--- src/rtl/pipe_hazard_ctrl_if.sv ---
// Pipeline-register fields seen by the hazard controller and the stall/flush/forward
// controls it returns. The pipeline side drives the master modport and the controller uses the slave modport.
interface pipe_hazard_ctrl_if #(
  parameter int CNT_W = 32
);
  logic [4:0]       rs1_d_i, rs2_d_i;
  logic [4:0]       rs1_x_i, rs2_x_i, rd_x_i;
  logic             memread_x_i, regwrite_x_i;
  logic [4:0]       rd_m_i;
  logic             regwrite_m_i, memread_m_i, memwrite_m_i;
  logic [4:0]       rd_w_i;
  logic             regwrite_w_i;
  logic             branchtaken_i;
  logic             dmem_ready_i;
  logic             stall_pc_o, stall_fd_o, stall_dx_o, stall_xm_o;
  logic             flush_fd_o, flush_dx_o, flush_xm_o, flush_mw_o;
  logic [1:0]       fwd_a_o, fwd_b_o;
  logic [CNT_W-1:0] stall_cnt_o, flush_cnt_o;
  logic             error_o;
  logic [1:0]       dbg_state_o;

  modport master (
    output rs1_d_i, rs2_d_i, rs1_x_i, rs2_x_i, rd_x_i, memread_x_i, regwrite_x_i,
           rd_m_i, regwrite_m_i, memread_m_i, memwrite_m_i, rd_w_i, regwrite_w_i,
           branchtaken_i, dmem_ready_i,
    input  stall_pc_o, stall_fd_o, stall_dx_o, stall_xm_o,
           flush_fd_o, flush_dx_o, flush_xm_o, flush_mw_o,
           fwd_a_o, fwd_b_o, stall_cnt_o, flush_cnt_o, error_o, dbg_state_o
  );

  modport slave (
    input  rs1_d_i, rs2_d_i, rs1_x_i, rs2_x_i, rd_x_i, memread_x_i, regwrite_x_i,
           rd_m_i, regwrite_m_i, memread_m_i, memwrite_m_i, rd_w_i, regwrite_w_i,
           branchtaken_i, dmem_ready_i,
    output stall_pc_o, stall_fd_o, stall_dx_o, stall_xm_o,
           flush_fd_o, flush_dx_o, flush_xm_o, flush_mw_o,
           fwd_a_o, fwd_b_o, stall_cnt_o, flush_cnt_o, error_o, dbg_state_o
  );
endinterface

--- src/rtl/pipe_hazard_ctrl.sv ---
// Five-stage pipeline hazard controller: data-memory wait/timeout FSM, branch flush,
// load-use stall, operand forwarding and saturating stall/flush counters.
module pipe_hazard_ctrl #(
  parameter int MEM_TIMEOUT = 16,
  parameter int CNT_W       = 32
) (
  input logic              clk_i,
  input logic              reset_i,
  pipe_hazard_ctrl_if.slave bus
);
  localparam int WAIT_W = $clog2(MEM_TIMEOUT) + 1;
  // The wait counter reaches MEM_TIMEOUT-1 on the increment made from this value.
  localparam logic [WAIT_W-1:0] WAIT_LAST = WAIT_W'(MEM_TIMEOUT - 2);

  typedef enum logic [1:0] {RUN = 2'd0, MEM_WAIT = 2'd1, ERR = 2'd2} state_e;

  state_e            state_q, state_d;
  logic [WAIT_W-1:0] wait_q, wait_d;
  logic [CNT_W-1:0]  stall_cnt_q, stall_cnt_d, flush_cnt_q, flush_cnt_d;
  logic              mem_busy, load_use, hold_all;
  logic              stall_pc, stall_fd, stall_dx, stall_xm;
  logic              flush_fd, flush_dx, flush_xm, flush_mw;
  logic              unused_regwrite_x;

  assign unused_regwrite_x = bus.regwrite_x_i;

  assign mem_busy = (bus.memread_m_i | bus.memwrite_m_i) & ~bus.dmem_ready_i;
  assign load_use = bus.memread_x_i & (bus.rd_x_i != 5'd0) &
                    ((bus.rd_x_i == bus.rs1_d_i) | (bus.rd_x_i == bus.rs2_d_i));
  assign hold_all = mem_busy | (state_q == ERR);

  always_comb begin
    state_d = state_q;
    wait_d  = wait_q;
    unique case (state_q)
      RUN: begin
        if (mem_busy) begin
          state_d = MEM_WAIT;
          wait_d  = '0;
        end
      end
      MEM_WAIT: begin
        if (!mem_busy)              state_d = RUN;
        else if (wait_q == WAIT_LAST) state_d = ERR;
        else                        wait_d  = wait_q + WAIT_W'(1);
      end
      ERR:     state_d = ERR;
      default: state_d = RUN;
    endcase
  end

  // Priority: memory wait / error > taken branch > load-use. Reset flushes everything.
  always_comb begin
    stall_pc = 1'b0;
    stall_fd = 1'b0;
    stall_dx = 1'b0;
    stall_xm = 1'b0;
    flush_fd = 1'b0;
    flush_dx = 1'b0;
    flush_xm = 1'b0;
    flush_mw = 1'b0;
    if (reset_i) begin
      flush_fd = 1'b1;
      flush_dx = 1'b1;
      flush_xm = 1'b1;
      flush_mw = 1'b1;
    end else if (hold_all) begin
      stall_pc = 1'b1;
      stall_fd = 1'b1;
      stall_dx = 1'b1;
      stall_xm = 1'b1;
      flush_mw = 1'b1;
    end else if (bus.branchtaken_i) begin
      flush_fd = 1'b1;
      flush_dx = 1'b1;
      flush_xm = 1'b1;
    end else if (load_use) begin
      stall_pc = 1'b1;
      stall_fd = 1'b1;
      flush_dx = 1'b1;
    end
  end

  function automatic logic [1:0] fwd_sel(input logic [4:0] rs);
    if (bus.regwrite_m_i && bus.rd_m_i != 5'd0 && bus.rd_m_i == rs)      return 2'b10;
    else if (bus.regwrite_w_i && bus.rd_w_i != 5'd0 && bus.rd_w_i == rs) return 2'b01;
    else                                                                 return 2'b00;
  endfunction

  assign stall_cnt_d = (stall_pc && !(&stall_cnt_q)) ? stall_cnt_q + CNT_W'(1) : stall_cnt_q;
  assign flush_cnt_d = (flush_xm && !(&flush_cnt_q)) ? flush_cnt_q + CNT_W'(1) : flush_cnt_q;

  always_ff @(posedge clk_i or posedge reset_i) begin
    if (reset_i) begin
      state_q     <= RUN;
      wait_q      <= '0;
      stall_cnt_q <= '0;
      flush_cnt_q <= '0;
    end else begin
      state_q     <= state_d;
      wait_q      <= wait_d;
      stall_cnt_q <= stall_cnt_d;
      flush_cnt_q <= flush_cnt_d;
    end
  end

  assign bus.stall_pc_o  = stall_pc;
  assign bus.stall_fd_o  = stall_fd;
  assign bus.stall_dx_o  = stall_dx;
  assign bus.stall_xm_o  = stall_xm;
  assign bus.flush_fd_o  = flush_fd;
  assign bus.flush_dx_o  = flush_dx;
  assign bus.flush_xm_o  = flush_xm;
  assign bus.flush_mw_o  = flush_mw;
  assign bus.fwd_a_o     = reset_i ? 2'b00 : fwd_sel(bus.rs1_x_i);
  assign bus.fwd_b_o     = reset_i ? 2'b00 : fwd_sel(bus.rs2_x_i);
  assign bus.stall_cnt_o = stall_cnt_q;
  assign bus.flush_cnt_o = flush_cnt_q;
  assign bus.error_o     = (state_q == ERR);
  assign bus.dbg_state_o = state_q;
endmodule

--- src/flat_wrapper.sv ---
// flat-port wrapper written by rule: the top's interface ports become plain ports
module pipe_hazard_ctrl_flat 
#(
  parameter int MEM_TIMEOUT = 16,
  parameter int CNT_W       = 32
)
  (clk_i, reset_i, bus_rs1_d_i, bus_rs2_d_i, bus_rs1_x_i, bus_rs2_x_i, bus_rd_x_i, bus_memread_x_i, bus_regwrite_x_i, bus_rd_m_i, bus_regwrite_m_i, bus_memread_m_i, bus_memwrite_m_i, bus_rd_w_i, bus_regwrite_w_i, bus_branchtaken_i, bus_dmem_ready_i, bus_stall_pc_o, bus_stall_fd_o, bus_stall_dx_o, bus_stall_xm_o, bus_flush_fd_o, bus_flush_dx_o, bus_flush_xm_o, bus_flush_mw_o, bus_fwd_a_o, bus_fwd_b_o, bus_stall_cnt_o, bus_flush_cnt_o, bus_error_o, bus_dbg_state_o);
  pipe_hazard_ctrl_if #(.CNT_W(CNT_W)) bus_i ();
  input logic clk_i;
  input logic reset_i;
  input wire logic [$bits(bus_i.rs1_d_i)-1:0] bus_rs1_d_i;
  input wire logic [$bits(bus_i.rs2_d_i)-1:0] bus_rs2_d_i;
  input wire logic [$bits(bus_i.rs1_x_i)-1:0] bus_rs1_x_i;
  input wire logic [$bits(bus_i.rs2_x_i)-1:0] bus_rs2_x_i;
  input wire logic [$bits(bus_i.rd_x_i)-1:0] bus_rd_x_i;
  input wire logic [$bits(bus_i.memread_x_i)-1:0] bus_memread_x_i;
  input wire logic [$bits(bus_i.regwrite_x_i)-1:0] bus_regwrite_x_i;
  input wire logic [$bits(bus_i.rd_m_i)-1:0] bus_rd_m_i;
  input wire logic [$bits(bus_i.regwrite_m_i)-1:0] bus_regwrite_m_i;
  input wire logic [$bits(bus_i.memread_m_i)-1:0] bus_memread_m_i;
  input wire logic [$bits(bus_i.memwrite_m_i)-1:0] bus_memwrite_m_i;
  input wire logic [$bits(bus_i.rd_w_i)-1:0] bus_rd_w_i;
  input wire logic [$bits(bus_i.regwrite_w_i)-1:0] bus_regwrite_w_i;
  input wire logic [$bits(bus_i.branchtaken_i)-1:0] bus_branchtaken_i;
  input wire logic [$bits(bus_i.dmem_ready_i)-1:0] bus_dmem_ready_i;
  output wire logic [$bits(bus_i.stall_pc_o)-1:0] bus_stall_pc_o;
  output wire logic [$bits(bus_i.stall_fd_o)-1:0] bus_stall_fd_o;
  output wire logic [$bits(bus_i.stall_dx_o)-1:0] bus_stall_dx_o;
  output wire logic [$bits(bus_i.stall_xm_o)-1:0] bus_stall_xm_o;
  output wire logic [$bits(bus_i.flush_fd_o)-1:0] bus_flush_fd_o;
  output wire logic [$bits(bus_i.flush_dx_o)-1:0] bus_flush_dx_o;
  output wire logic [$bits(bus_i.flush_xm_o)-1:0] bus_flush_xm_o;
  output wire logic [$bits(bus_i.flush_mw_o)-1:0] bus_flush_mw_o;
  output wire logic [$bits(bus_i.fwd_a_o)-1:0] bus_fwd_a_o;
  output wire logic [$bits(bus_i.fwd_b_o)-1:0] bus_fwd_b_o;
  output wire logic [$bits(bus_i.stall_cnt_o)-1:0] bus_stall_cnt_o;
  output wire logic [$bits(bus_i.flush_cnt_o)-1:0] bus_flush_cnt_o;
  output wire logic [$bits(bus_i.error_o)-1:0] bus_error_o;
  output wire logic [$bits(bus_i.dbg_state_o)-1:0] bus_dbg_state_o;
  assign bus_i.rs1_d_i = bus_rs1_d_i;
  assign bus_i.rs2_d_i = bus_rs2_d_i;
  assign bus_i.rs1_x_i = bus_rs1_x_i;
  assign bus_i.rs2_x_i = bus_rs2_x_i;
  assign bus_i.rd_x_i = bus_rd_x_i;
  assign bus_i.memread_x_i = bus_memread_x_i;
  assign bus_i.regwrite_x_i = bus_regwrite_x_i;
  assign bus_i.rd_m_i = bus_rd_m_i;
  assign bus_i.regwrite_m_i = bus_regwrite_m_i;
  assign bus_i.memread_m_i = bus_memread_m_i;
  assign bus_i.memwrite_m_i = bus_memwrite_m_i;
  assign bus_i.rd_w_i = bus_rd_w_i;
  assign bus_i.regwrite_w_i = bus_regwrite_w_i;
  assign bus_i.branchtaken_i = bus_branchtaken_i;
  assign bus_i.dmem_ready_i = bus_dmem_ready_i;
  assign bus_stall_pc_o = bus_i.stall_pc_o;
  assign bus_stall_fd_o = bus_i.stall_fd_o;
  assign bus_stall_dx_o = bus_i.stall_dx_o;
  assign bus_stall_xm_o = bus_i.stall_xm_o;
  assign bus_flush_fd_o = bus_i.flush_fd_o;
  assign bus_flush_dx_o = bus_i.flush_dx_o;
  assign bus_flush_xm_o = bus_i.flush_xm_o;
  assign bus_flush_mw_o = bus_i.flush_mw_o;
  assign bus_fwd_a_o = bus_i.fwd_a_o;
  assign bus_fwd_b_o = bus_i.fwd_b_o;
  assign bus_stall_cnt_o = bus_i.stall_cnt_o;
  assign bus_flush_cnt_o = bus_i.flush_cnt_o;
  assign bus_error_o = bus_i.error_o;
  assign bus_dbg_state_o = bus_i.dbg_state_o;
  pipe_hazard_ctrl #(.MEM_TIMEOUT(MEM_TIMEOUT), .CNT_W(CNT_W)) u_core (.clk_i(clk_i), .reset_i(reset_i), .bus(bus_i));
endmodule
--- config.mk ---
export PLATFORM = sky130hd
export DESIGN_NAME = pipe_hazard_ctrl_flat
export DESIGN_NICKNAME = d
export VERILOG_FILES = /design/src/rtl/pipe_hazard_ctrl_if.sv /design/src/rtl/pipe_hazard_ctrl.sv /design/src/flat_wrapper.sv
export SDC_FILE = /design/constraint.sdc
export NUM_CORES = 1
export LEC_CHECK = 0
export CAP_MARGIN = 20
export CELL_PAD_IN_SITES_DETAIL_PLACEMENT = 0
export CELL_PAD_IN_SITES_GLOBAL_PLACEMENT = 1
export CORE_MARGIN = 3
export CORE_UTILIZATION = 35
export DETAILED_ROUTE_END_ITERATION = 8
export HOLD_SLACK_MARGIN = 0.02
export PLACE_DENSITY = 0.84
export SLEW_MARGIN = 0
export SYNTH_ARGS = -nofsm -noshare
export SYNTH_HDL_FRONTEND = slang
export SYNTH_SLANG_ARGS = --single-unit
--- constraint.sdc ---
create_clock -name clk_i -period 4.7 [get_ports clk_i]
set_input_delay 0.94 -clock clk_i [delete_from_list [all_inputs] [get_ports clk_i]]
set_output_delay 0.94 -clock clk_i [all_outputs]
set_load 0.03 [all_outputs]
# After elaboration in Yosys (flattened, before gate mapping)
# Index checks and enable logic that the tools add are counted.
[word_totals]
ff_bits = 71
input_bits = 45
output_inout_bits = 79
elab_cells = 73
[classes]
addsub = 3
n_eq_ne = 13
muxes = 27
n_bitwise = 7
reduce_logical = 19
[ops]
columns = ["cell", "count"]
rows = [
  ["adder 32 x 1 -> 32 bit (second input constant)", 2],
  ["AND reduction 32 bit", 2],
  ["equality test 5 bit", 6],
  ["two-way mux 1 bit", 15],
  ["two-way mux 5 bit", 3],
  ["nonzero test 5 bit", 3],
  ["two-way mux 2 bit", 7],
  ["case mux 5 bit (2 select lines)", 1],
  ["logical AND 1 bit", 8],
  ["case mux 2 bit (3 select lines)", 1],
  ["adder 5 x 1 -> 5 bit (second input constant)", 1],
  ["equality test 5 x 4 -> 1 bit (second input constant)", 1],
  ["!= test 2 x 1 -> 1 bit (second input constant)", 2],
  ["AND reduction 4 bit", 1],
  ["AND 1 bit", 3],
  ["!= test 3 bit (second input constant)", 1],
  ["bitwise OR 1 bit", 3],
  ["equality test 2 x 1 -> 1 bit (second input constant)", 1],
  ["equality test 2 bit (second input constant)", 1],
  ["zero test 1 bit", 2],
  ["zero test 2 bit", 1],
  ["!= test 2 bit (second input constant)", 1],
  ["AND reduction 2 bit", 1],
  ["nonzero test 2 bit", 1],
  ["NOT 1 bit", 1],
]

# Longest topological paths before layout
# Gate-level depths: netlist of run 1.
[logic_depth]
word_depth = 8
ltp_mapped = 8
mapped_depth_nobuf = 8

# Worst setup path before layout of run 1
# OpenSTA, ideal clock, no wires.
[synth_timing]
path_type = "input to output"
start = "input port reset_i"
end = "output port bus_fwd_a_o[0]"
arrival_time_ps = 4180
t_required_ps = 3760
setup_slack_ps = -420
cell_stages = 4
path_buffers = 0
path_cell_list = "inv_1 -> o211ai_1 -> or4_1 -> nor4_1"
[synth_between]
elab_chain_len = 1
[synth_rtl]
columns = ["item", "line_no", "source"]
rows = [
  ["start: declaration", "flat_wrapper.sv:10", "input logic reset_i;"],
  ["two-way mux 2 bit", "pipe_hazard_ctrl.sv:115", "assign bus.fwd_a_o = reset_i ? 2'b00 : fwd_sel(bus.rs1_x_i);"],
  ["end: declaration", "flat_wrapper.sv:34", "output wire logic [$bits(bus_i.fwd_a_o)-1:0] bus_fwd_a_o;"],
]
# No other way between the ends.

# Worst setup path in the final report of run 1
[layout_timing]
start = "input port bus_dmem_ready_i"
end = "output port bus_flush_fd_o"
[layout_between]
elab_chain_len = 5
[layout_rtl]
columns = ["item", "line_no", "source"]
rows = [
  ["start: declaration", "flat_wrapper.sv:25", "input wire logic [$bits(bus_i.dmem_ready_i)-1:0] bus_dmem_ready_i;"],
  ["NOT 1 bit", "pipe_hazard_ctrl.sv:27", "assign mem_busy = (bus.memread_m_i | bus.memwrite_m_i) & ~bus.dmem_ready_i;"],
  ["AND 1 bit", "pipe_hazard_ctrl.sv:27", ""],
  ["bitwise OR 1 bit", "pipe_hazard_ctrl.sv:30", "assign hold_all = mem_busy | (state_q == ERR);"],
  ["two-way mux 1 bit", "pipe_hazard_ctrl.sv:67", "end else if (hold_all) begin"],
  ["two-way mux 1 bit", "pipe_hazard_ctrl.sv:62", "if (reset_i) begin"],
  ["end: declaration", "flat_wrapper.sv:30", "output wire logic [$bits(bus_i.flush_fd_o)-1:0] bus_flush_fd_o;"],
]
# No other way between the ends.

==> flow_summary.toml, run 1 <==
[status]
status = "complete, no violations"

[sta]
timing.hold.ws_ns = 0.498
timing.fmax_mhz = 247
finalCriticalPeriod_ns = 4.05
rsz0062_at_grt = "no"
relSlewSlack_pct = 47.7
setup_viol = 0
hold_viol_final = 0
fin_ws_ns = 0.645
timing.final.crit_share_pct = 86.3
fin_setup_tns_ns = 0
worst_pin_slew_ns = 0.781
clock_skew_ns = 0.0130
drv_slew = 0

[synthesis]
async_flop_share_pct = 100
synth_cell_types = 43
synth_area_sq_um = 3870
seq_area_frac_synth_pct = 45.9
synth_warnings = 0
avgSynthCellArea_sq_um = 10.1
synth_edf_count = 0
ys_seq_elements = 71
syn_nets = 433
ys.flop_type = "dfrtp_1"
netlist_instances = 384

[power_and_ir_drop]
peakVddDrop_mv = 0.216
power.density_nw_per_um2 = 314
total_leakage_power_nw = 2.29

[cts]
postCtsSetupBuffers = 0
cts_hold_buf = 0
post_cts_resized = 0
cts.sink_count = 71
htree_levels = 3
cts_buffers = 9
clk_latency_ns = 0.34
clockRootBuffer = "clkbuf_8"
clockBufferDepth = 2
clk_pin_slew_ns = 0.08
cts_tree = "built"

[place]
dp_hpwl_mm = 7.42
dp_cells = 636
portBuffers = 122
placed_area_sq_um = 5210
globalplace.congestion = 0.763
pre_cts_slack_ns = 0.628

[finish]
fin_nets = 561
stdcell_count = 653
final_area_sq_um = 5430
area_growth_pct = 40.4
diodes = 0
drive_above_1_share_pct = 7.35

[setup_path]
cpMaxStageDelayCell = "clkdlybuf4s50_1"
start_kind = "input port"
end_kind = "output pin"
cpMostUsedCell = "clkdlybuf4s50_1"
path_class = "in2out"
crit_fanout = 7
cp_cell_sequence = "clkdlybuf4s50_1 -> o21bai_2 -> a31oi_1 -> inv_1 -> clkdlybuf4s50_1"
cp_data_arrival_time_ns = 3.11
crit_family = "buffers and inverters"
slowest_delay_ns = 0.65
cp.required_ns = 3.76
path_buf_inv = 3

[run]
drv_cap = 0

[route]
ant_nets = 0
vias = 3301
drt_iter0_drc = 158
route.detailed.drc = 0
routed_wl_mm = 9.61
dr.pass1.iters = 4
wl_per_cell_microns = 14.7
vias_per_cell = 5.06

[floorplan]
rows = 37
die_w_microns = 111
core_sq_um = 10600
dieArea_sq_um = 12400
io_pins = 124
die_h_microns = 111
start_util_pct = 36.7

[grt]
first_global_vias = 3416
grt_pass1_wl_mm = 16.5
overflow = 0
grt_max_degree = 42
antenna_found_initial = 0
grt_usage_pct = 16.0

[min_path]
hold_path.class = "reg2reg"
==> registers in the layout (all words and copies together), names as in the netlist <==
register / cells
u_core.wait_q: 5
u_core.bus.flush_cnt_o: 32
u_core.bus.dbg_state_o: 2
u_core.bus.stall_cnt_o: 32
==> final cells by class <==
| type | count | area [sq um] |
|---|---|---|
| Multi-Input combinational cell | 293 | 1990 |
| Fill cell | 1017 | 5120 |
| Inverter | 12 | 48.8 |
| Sequential cell | 71 | 1780 |
| Tap cell | 136 | 170 |
| Clock buffer | 10 | 138 |
| Clock inverter | 6 | 67.6 |
| Timing Repair Buffer | 125 | 1240 |
==> per-stage QoR <==
step	power [mW]	util, %
3_5_place_dp	1.23	49.4
5_1_grt	1.81	51.4
3_3_place_gp	1.21	49.4
4_1_cts	1.73	51.3
2_1_floorplan	1.01	-
6_report	1.70	51.4
==> worst register-to-register path, stage by stage, from the launching register on <==
cell      delay (ns)
dfrtp_1         0.44
nand2b_1        0.27
a31oi_1         0.69
inv_1           0.24
o31ai_1         0.26
nor2_1          0.22
nand4_1         0.17
xnor2_1         0.12
==> synthesized netlist by cell type (3+ instances only) <==
cell type  instances  area, sq um
and4_1             4         35.0
nand4_1           21          131
nor3_1            22          110
xor2_1            42          368
mux2_2             3         33.8
nand2_1           37          139
or2_2              3         18.8
and3_1             9         56.3
buf_4              4         30.0
nor4_1            11         68.8
nor2_1            19         71.3
or4_1              6         45.0
inv_1             12         45.0
o21ai_0            4         20.0
xnor2_1           50          438
ha_1               4         50.1
dfrtp_1           71         1780
nand3_1           30          150
==> placed cells by master (no fill, tap or decap), types with 2 or more instances in the layout <==
| cell | count |
|---|---|
| nor3b_1 | 2 |
| and4_2 | 2 |
| or4_1 | 6 |
| mux2_2 | 3 |
| inv_1 | 11 |
| nand2b_1 | 2 |
| nor3_1 | 22 |
| xnor2_1 | 50 |
| clkdlybuf4s50_1 | 119 |
| or2_2 | 3 |
| and4_1 | 4 |
| nand3_1 | 30 |
| nand4_1 | 21 |
| clkbuf_8 | 10 |
| o211ai_1 | 2 |
| buf_4 | 5 |
| o21ai_0 | 4 |
| dfrtp_1 | 71 |
| xor2_1 | 42 |
| ha_1 | 4 |
| a31oi_1 | 2 |
| nand2_1 | 37 |
| nor4_1 | 11 |
| and3_1 | 9 |
| nor2_1 | 19 |
| o31ai_1 | 2 |
| clkinvlp_4 | 3 |
==> report_power, final <==
group / switching, mW / total, mW / internal (mW)
logic: 0.248 / 0.463 / 0.215
clock network: 0.234 / 0.496 / 0.261
registers: 0.0782 / 0.747 / 0.669
total: 0.560 / 1.70 / 1.14
==> routing by layer <==
layer  vias to the layer above  GRT usage, %  share of wire, %
met5                         -             0                 0
li1                       1600             -                 -
met2                       108          26.3                48
met1                      1586          20.5                44
met4                         0          4.46              0.79
met3                         7          4.64               7.1
==> path summary, 6_finish.rpt <==
kind	from	depth (start not counted)	slack, ns	end
max reg2reg	u_core.bus.dbg_state_o[0]$_DFFE_PP0P_	7	2.22	u_core.bus.flush_cnt_o[12]$_DFFE_PP0P_
min	u_core.bus.flush_cnt_o[24]$_DFFE_PP0P_	1	0.50	u_core.bus.flush_cnt_o[24]$_DFFE_PP0P_
max	bus_dmem_ready_i	5	0.65	bus_flush_fd_o
max in group asynchronous	reset_i	3	3.05	u_core.bus.stall_cnt_o[14]$_DFFE_PP0P_
min in group asynchronous	reset_i	3	1.22	u_core.wait_q[1]$_DFFE_PP0P_
min reg2reg	u_core.bus.flush_cnt_o[24]$_DFFE_PP0P_	1	0.50	u_core.bus.flush_cnt_o[24]$_DFFE_PP0P_
==> logic make-up (layout without fill, tap and decap cells) <==
| kind of cell | Yosys count | count (layout) | share of synthesized area, % |
|---|---|---|---|
| and+or+nand+nor | 176 | 176 | 24.7 |
| buffers and inverters | 20 | 153 | 2.75 |
| DFF | 71 | 71 | 45.9 |
| adders and majority gates | 4 | 4 | 1.29 |
| xor gates and xnor gates | 92 | 92 | 20.8 |
| AOI/OAI and AO/OA | 17 | 17 | 3.20 |
| muxes | 4 | 4 | 1.26 |
Power figures use the tool's default switching activity.
==> run 2: changes to the inputs <==
--- a/config.mk
+++ b/config.mk
@@ -13,6 +13,7 @@
 export DETAILED_ROUTE_END_ITERATION = 8
 export HOLD_SLACK_MARGIN = 0.02
 export PLACE_DENSITY = 0.84
+export SKIP_CTS_REPAIR_TIMING = 1
 export SLEW_MARGIN = 0
 export SYNTH_ARGS = -nofsm -noshare
 export SYNTH_HDL_FRONTEND = slang
==> results of run 2 <==
Same layout as run 1: the final DEF is identical, and so are final timing and power.
==> run 3: changes to the inputs <==
--- a/config.mk
+++ b/config.mk
@@ -8,6 +8,7 @@
 export CAP_MARGIN = 20
 export CELL_PAD_IN_SITES_DETAIL_PLACEMENT = 0
 export CELL_PAD_IN_SITES_GLOBAL_PLACEMENT = 1
+export CORE_ASPECT_RATIO = 1.4
 export CORE_MARGIN = 3
 export CORE_UTILIZATION = 35
 export DETAILED_ROUTE_END_ITERATION = 8
==> run 3 against run 2 <==
- first-iteration DRC count decreased by 39%
- non-clock buffer count unchanged
- clock-buffer cell count unchanged
- fmax decreased by 1.5%
- power increased by 15%
- worst hold slack got worse by 0.0056 ns
- clock skew decreased by 0.0026 ns
==> flow_summary.toml, run 3 (synthesized netlist as in run 1, its figures left out) <==
[route]
vias_per_cell = 5.15
vias = 3374
wl_per_cell_microns = 15.2
dr.pass1.iters = 4
route.detailed.drc = 0
routed_wl_mm = 9.93
ant_nets = 0
drt_iter0_drc = 97

[cts]
cts.sink_count = 71
cts_tree = "built"
htree_levels = 3
clockRootBuffer = "clkbuf_16"
clk_pin_slew_ns = 0.06
clk_latency_ns = 0.33
cts_buffers = 9
clockBufferDepth = 2

[finish]
final_area_sq_um = 5550
layout_common_cells = "119 x clkdlybuf4s50_1, 71 x dfrtp_1, 50 x xnor2_1"
area.sequential_sq_um = 1780
fin_nets = 561
multi_input_area_sq_um = 1990
area_growth_pct = 43.5
stdcell_count = 655
diodes = 0
drive_above_1_share_pct = 7.35
final_util_pct = 52.5
layout_commonest_cell = "clkdlybuf4s50_1"
fillCellCount = 991

[setup_path]
path_class = "in2out"
r2r-start = "u_core.bus.stall_cnt_o[15]$_DFFE_PP0P_"
crit_fanout = 5
cp_data_arrival_time_ns = 3.18
r2r_end = "u_core.bus.stall_cnt_o[11]$_DFFE_PP0P_"
start_kind = "input port"
ff2ff_path_depth = 6
cp.required_ns = 3.76
end_kind = "output pin"
regToRegSetupSlack_ns = 2.15

[sta]
timing.fmax_mhz = 243
hold_viol_final = 0
finalCriticalPeriod_ns = 4.12
clock_skew_ns = 0.0104
drv_slew = 0
fin_ws_ns = 0.584
rsz0062_at_grt = "no"
setup_viol = 0
timing.final.crit_share_pct = 87.6
relSlewSlack_pct = 26.3
worst_pin_slew_ns = 1.10
fin_setup_tns_ns = 0

[run]
drv_cap = 0

[grt]
grt-busiest-layer = "met2"
grt_pass1_wl_mm = 16.3
grt_use_met1_pct = 18.5
grt_max_degree = 49
antenna_found_initial = 0
grt_use_met2_pct = 28.6
use_met3_pct = 6.19
first_global_vias = 3501
overflow = 0
grt_usage_pct = 16.6

[place]
placed_area_sq_um = 5220
portBuffers = 122
pre_cts_slack_ns = 0.552
globalplace.congestion = 0.817
dp_cells = 639
dp_hpwl_mm = 7.53

[floorplan]
start_util_pct = 36.6
rows = 44
die_w_microns = 94.9
dieArea_sq_um = 12400
die_h_microns = 130
io_pins = 124
core_sq_um = 10600

[min_path]
hold_path.class = "reg2reg"
min-delay-start = "u_core.bus.flush_cnt_o[28]$_DFFE_PP0P_"
min_path_cells = 1
worstHoldEndpoint = "u_core.bus.flush_cnt_o[28]$_DFFE_PP0P_"

[power_and_ir_drop]
total_leakage_power_nw = 2.35
power.density_nw_per_um2 = 354
peakVddDrop_mv = 0.253

[status]
status = "complete, no violations"
-- run 3: how the worst max path moves through the flow --
| stage | from | to | slack [ns] |
|---|---|---|---|
| after CTS | bus_rd_x_i[4] | bus_flush_dx_o | 0.52 |
| after global placement | bus_rd_x_i[4] | bus_flush_dx_o | 0.61 |
| after detailed placement | bus_rd_x_i[4] | bus_flush_dx_o | 0.55 |
| final | bus_rd_x_i[4] | bus_flush_dx_o | 0.58 |
| after global routing | bus_rd_x_i[2] | bus_flush_dx_o | 0.39 |
| after floorplan | reset_i | bus_fwd_a_o[0] | 0.39 |
-- run 3: power by group --
part           internal (mW)  switching, mW
clock                  0.482          0.268
sequential             0.670         0.0794
combinational          0.214          0.251
total                   1.37          0.599
-- run 3: cell type report --
class	instances	area share (%)
tap	138	3.11
inverter	12	0.879
timing repair buffer	125	22.3
sequential	71	32.0
multi-input combinational	293	35.8
clock inverter	6	1.67
clock buffer	10	4.30
-- run 3: routing by layer --
layer / routed length (microns) / part of all wire (%) / vias up
met2: 5020 / 51 / 119
met1: 3930 / 40 / 1628
met5: 0 / 0 / -
met4: 208 / 2.1 / 0
met3: 778 / 7.8 / 17
li1: - / - / 1610
-- run 3: stage by stage --
stage | hold WS, ns | total power, mW
after floorplan | 0.497 | 1.01
after global placement | 0.475 | 1.22
after detailed placement | 0.484 | 1.23
after CTS | 0.494 | 1.98
after global routing | 0.505 | 2.05
final | 0.492 | 1.96
-- run 3: critical path, cell delays in order --
cell	delay [ns]
clkdlybuf4s50_1	0.53
xnor2_1	0.14
nand3_1	0.09
o22ai_1	0.45
nand3_1	0.14
o21ai_0	0.17
clkdlybuf4s50_1	0.71
